===== config.mk =====
export PLATFORM = sky130hd
export DESIGN_NAME = dff_bank_multimode
export DESIGN_NICKNAME = d
export VERILOG_FILES = /design/src/rtl/dff_bank_multimode.sv
export SDC_FILE = /design/constraint.sdc
export NUM_CORES = 1
export LEC_CHECK = 0
export ABC_AREA = 0
export BUFFER_PORTS_ARGS = -buffer_cell sky130_fd_sc_hd__buf_4
export CAP_MARGIN = 5
export CORE_MARGIN = 5
export CORE_UTILIZATION = 45
export CTS_BUF_LIST = sky130_fd_sc_hd__clkbuf_16
export CTS_CLUSTER_DIAMETER = 50
export DETAILED_ROUTE_END_ITERATION = 10
export PLACE_DENSITY = 0.7
export SLEW_MARGIN = 25
export SYNTH_ARGS = -nofsm -noshare
export SYNTH_HDL_FRONTEND = slang
export SYNTH_SLANG_ARGS = --single-unit

===== constraint.sdc =====
create_clock -name clk -period 3.55 [get_ports clk]
set_input_delay 1.065 -clock clk [delete_from_list [all_inputs] [get_ports clk]]
set_output_delay 1.065 -clock clk [all_outputs]
set_load 0.005 [all_outputs]

===== src/rtl/dff_bank_multimode.sv =====
// WIDTH-bit register bank with complementary outputs, four update modes and
// change/stability tracking; all state moves on one selectable clock edge.
module dff_bank_multimode #(
  parameter int               WIDTH         = 8,
  parameter bit               NEGEDGE       = 1'b1,
  parameter logic [WIDTH-1:0] RESET_VAL     = '0,
  parameter logic [WIDTH-1:0] SET_VAL       = '1,
  parameter int               STABLE_CYCLES = 4
) (
  input  logic                                 clk,
  input  logic                                 reset,
  input  logic                                 set,
  input  logic [1:0]                           mode,
  input  logic [WIDTH-1:0]                     en,
  input  logic [WIDTH-1:0]                     d,
  input  logic                                 sin,
  output logic [WIDTH-1:0]                     q,
  output logic [WIDTH-1:0]                     qn,
  output logic                                 sout,
  output logic                                 changed,
  output logic                                 stable,
  output logic [$clog2(STABLE_CYCLES+1)-1:0]   stable_cnt
);

  localparam int            CW      = $clog2(STABLE_CYCLES + 1);
  localparam logic [CW-1:0] CNT_MAX = CW'(STABLE_CYCLES);

  logic [WIDTH-1:0] q_reg, q_next;
  logic [WIDTH-1:0] qn_reg, qn_next;
  logic [WIDTH-1:0] mode_next;
  logic             changed_reg, changed_next;
  logic             stable_reg, stable_next;
  logic [CW-1:0]    cnt_reg, cnt_next;
  logic             diff;

  // Per-bit next value for the selected mode; bit 0 takes sin when shifting.
  for (genvar gi = 0; gi < WIDTH; gi++) begin : g_bit
    logic shift_in;
    if (gi == 0) begin : g_lsb
      assign shift_in = sin;
    end else begin : g_upper
      assign shift_in = q_reg[gi-1];
    end
    assign mode_next[gi] = (mode == 2'b01) ? (en[gi] ? d[gi] : q_reg[gi]) :
                           (mode == 2'b10) ? (q_reg[gi] ^ (en[gi] & d[gi])) :
                           (mode == 2'b11) ? shift_in :
                                             q_reg[gi];
  end

  always_comb begin
    q_next       = set ? SET_VAL : mode_next;
    qn_next      = ~q_next;
    diff         = (q_next != q_reg);
    changed_next = diff;
    cnt_next     = '0;
    stable_next  = 1'b0;
    if (!diff) begin
      cnt_next    = (cnt_reg == CNT_MAX) ? cnt_reg : cnt_reg + CW'(1);
      stable_next = (cnt_next == CNT_MAX);
    end
  end

  // Same register body on whichever edge NEGEDGE selects.
  if (NEGEDGE) begin : g_neg
    always_ff @(negedge clk) begin
      if (reset) begin
        q_reg       <= RESET_VAL;
        qn_reg      <= ~RESET_VAL;
        changed_reg <= 1'b0;
        stable_reg  <= 1'b0;
        cnt_reg     <= '0;
      end else begin
        q_reg       <= q_next;
        qn_reg      <= qn_next;
        changed_reg <= changed_next;
        stable_reg  <= stable_next;
        cnt_reg     <= cnt_next;
      end
    end
  end else begin : g_pos
    always_ff @(posedge clk) begin
      if (reset) begin
        q_reg       <= RESET_VAL;
        qn_reg      <= ~RESET_VAL;
        changed_reg <= 1'b0;
        stable_reg  <= 1'b0;
        cnt_reg     <= '0;
      end else begin
        q_reg       <= q_next;
        qn_reg      <= qn_next;
        changed_reg <= changed_next;
        stable_reg  <= stable_next;
        cnt_reg     <= cnt_next;
      end
    end
  end

  assign q          = q_reg;
  assign qn         = qn_reg;
  assign sout       = q_reg[WIDTH-1];
  assign changed    = changed_reg;
  assign stable     = stable_reg;
  assign stable_cnt = cnt_reg;

endmodule


Yosys cells after proc, flatten, opt, wreduce, memory -nomap -nowiden
Index checks and enable logic that the tools add are counted.
W data, S select, Z words.

storage, ports and cells
  bits in registers = 21
  input port bits = 22
  logic and storage cells = 64

cells by class
  add/subtract/negate cells = 1
  equal/unequal tests = 6
  multiplexer cells = 34
  bitwise operators = 17
  reductions and logical operators = 1

operators by type and width
  operator               count
  $mux W1                32
  $and A1 B1 Y1          8
  $mux W8                1
  $ne A8 B8 Y1           1
  $not A8 Y8             1
  $xor A1 B1 Y1          8
  $eq A3 B3 Y1 const B   2
  $eq A2 B2 Y1 const B   2
  $add A3 B1 Y3 const B  1
  $mux W3                1
  $eq A2 B1 Y1 const B   1
  $reduce_or A2 Y1       1

Longest topological paths before layout
  depth in word-level cells = 7
  mapped depth = 8
  gate-level depth less buffers = 7

==> out/qor.log <==
INFO  clock_tree     clock_tree_from_tritoncts=built
INFO  drt            drt-wirelength-per-cell=15.8um
INFO  timing         relSlewSlack=81.3%
INFO  drt            wl=5330um
INFO  floorplanning  io_pins=44
INFO  global_route   pin_count_of_the_biggest_net_entering_global_routing=17
INFO  power          power-per-cell-area=364nW/um^2
INFO  clock_tree     cts-buffers-inserted=3
INFO  placement      dp_worst_setup_slack=-0.802ns
INFO  timing         rsz0062_at_grt=true
INFO  layout         drive_gt1_share=49.5%
INFO  placement      portBuffers=43
INFO  outcome        status=finished, violations left
INFO  job            max_cap_viols=0
INFO  power          power.static_leakage=1.21nW
INFO  layout         layout.cells.most_common=buf_4
INFO  drt            detail-route-antenna-nets=0
INFO  drt            vias=1898
INFO  clock_tree     worst_skew_pair.late_latency=0.35ns
INFO  synthesis      netlist_area=1480um^2
INFO  synthesis      syn-instance-count=192
INFO  timing         timing.final.setup_violations=31
INFO  layout         post_layout_nonfiller_instances=337
INFO  layout         area_growth_syn_to_layout=75.7%
INFO  power          peakVddDrop=0.000206V
INFO  global_route   met1_track_demand_over_resource=24.4%
INFO  global_route   initial_antenna_violation_count=0
INFO  global_route   first_global_vias=1776
INFO  floorplanning  placeableCoreArea=3100um^2
INFO  critical_path  path_delay_family=simple AND/OR/NAND/NOR gates
INFO  timing         tightestPinTransition=0.278ns
INFO  critical_path  crit_path_max_fanout=2
INFO  critical_path  crit_required=2.03ns
INFO  drt            drt_first_iter_violations=202
INFO  synthesis      share_of_synthesized_area_occupied_by_flip_flops_and_latches=28.5%
INFO  floorplanning  floorplan.die_area=4530um^2
INFO  global_route   grt_most_used_layer=met2
INFO  global_route   global_route_wire_length_before_repair=7890um
INFO  critical_path  end_kind=register
INFO  critical_path  chain_of_cells_forming_the_critical_path=buf_8, mux2_4, a21oi_4, mux2i_1, and4b_2, nand4_1, nor4b_2
INFO  synthesis      library_cells_used_by_synthesis=48
INFO  critical_path  bufs_and_invs_on_worst_path=1
INFO  drt            viasPerCell=5.63
INFO  layout         layout.nets=318
INFO  layout         most-common-layout-cells=buf_4, inv_1, nand2_1
INFO  outcome        failed_checks=setup timing
INFO  clock_tree     ctsHoldBuffers=0
INFO  drt            firstDrtPassIters=5
INFO  critical_path  critPathMaxStageDelay=0.32ns
INFO  clock_tree     cts-root-to-sink-buffers=2
INFO  synthesis      synth.net_count=216
INFO  placement      place_hpwl=3330um
INFO  global_route   grtUsageMet3=6.66%
INFO  floorplanning  start_util=47.6%
INFO  synthesis      ys_ff_latch=21
INFO  hold_path      tightest_hold_check_type=register to register
INFO  synthesis      synth_enable_flop_cells=0
INFO  floorplanning  row_count=20
INFO  critical_path  critical_path_arrival=2.50ns
INFO  timing         timing_max_transition_violations_final=0
INFO  floorplanning  floorplan.die.width=67.3um
INFO  synthesis      async_reset_ff_share=0%
INFO  clock_tree     cts.reportedPaths.clkPinSlew=0.03ns
INFO  clock_tree     cts.sink_count=21
INFO  placement      place_inst=306
INFO  floorplanning  dieHeight=67.3um
INFO  clock_tree     cts_root_buf=clkbuf_16
INFO  timing         clock_skew=0.0173ns
INFO  critical_path  crit_path_start_kind=primary input
INFO  timing         finalHoldViolations=0
INFO  timing         fin_ws=-0.468ns
INFO  global_route   grt.met2_usage=40.4%
INFO  global_route   globalRoute.totalOverflow=0
INFO  placement      gp_routability_congestion=0.849
INFO  critical_path  worst_path_max_delay_cell=and4b_2
INFO  synthesis      synth_top_flop_cell=dfxtp_1
INFO  layout         insertedDiodeCount=0
INFO  synthesis      post_synth.cell_area_avg=7.70um^2
INFO  critical_path  path_class=primary input to register
INFO  synthesis      number_of_warnings_issued_by_yosys=0
INFO  clock_tree     cts_max_level=1
INFO  drt            drc_errors=0
INFO  global_route   gr-usage-all-layers=22.6%
-- worst register-to-register path, cell delays in order (launching register included) --
cell	delay [ns]
dfxtp_2	0.32
buf_4	0.16
mux2_4	0.29
a21oi_4	0.14
mux2i_1	0.10
and4b_2	0.32
nand4_1	0.18
nor4b_2	0.29
-- power breakdown --
group	switching (mW)	leakage, nW	internal [mW]
registers	0.00876	0.177	0.256
clock network	0.158	0.163	0.256
logic	0.123	0.871	0.143
total	0.290	1.21	0.655
-- layer usage --
metal	wire (um)	share of wire, %
met3	423	7.9
met4	136	2.6
met2	2760	52
met5	0	0
met1	2010	38
-- synth_stat cells (all sizes together) (3+ instances only) --
cell    instances  area, um^2
nand2          22        82.6
dfxtp          21         420
a21oi          19         106
inv            13        48.8
o21ai          12        60.1
a31oi          10        62.6
buf            10        72.6
nand3          10        50.1
nor2           10        37.5
nor2b           9        58.8
o31ai           6        45.0
nor3            5        25.0
mux2            4        48.8
a32oi           3        26.3
clkbuf          3        11.3
nand3b          3        22.5
-- repair_timing --
action	4_1_cts	5_1_grt
resized for setup	40	29
pin swaps	7	11
buffers inserted	2	5
hold endpoints to repair	0	0
setup endpoints to repair	35	39
-- area by class of cell --
cell class              count  area [um^2]
flip-flops and latches     21          442
inverters                  12         45.0
multi-input cells         145         1070
clock buffers               3         75.1
clock inverters            22          109
well taps                  44         55.1
repair buffers             90          800
fillers                   205          507
-- final timing paths --
kind                               startpoint       endpoint  slack (ns)  depth (start not counted)
worst max-delay path                    en[6]  stable_cnt[2]       -0.47                          7
worst min-delay path            stable_cnt[0]  stable_cnt[0]        0.70                          3
worst max register to register           q[6]  stable_cnt[2]        1.66                          7
worst min register to register  stable_cnt[0]  stable_cnt[0]        0.70                          3
-- cells by family (layout without fill, tap and decap cells) --
group | count (synthesis) | after routing | share of synthesized area [%]
fa+ha+maj | 2 | 2 | 1.69
flops | 21 | 21 | 28.5
mux | 5 | 5 | 3.98
simple gates | 73 | 73 | 26.2
xor+xnor | 2 | 2 | 1.19
buf+inv | 26 | 127 | 8.97
compound gates | 63 | 63 | 29.6
-- metrics by stage --
stage	total power [mW]	hold slack [ns]	instance area (um^2)	setup TNS [ns]	utilization, %
after floorplan	0.419	0.569	1570	-5.78	-
after global placement	0.513	0.634	2120	-8.27	68.5
after detailed placement	0.519	0.634	2120	-8.84	68.5
after CTS	0.917	0.613	2450	-3.11	79.1
after global routing	1.00	0.728	2600	-4.53	83.7
final	0.945	0.703	2600	-3.49	83.7
Power figures use the tool's default switching activity.
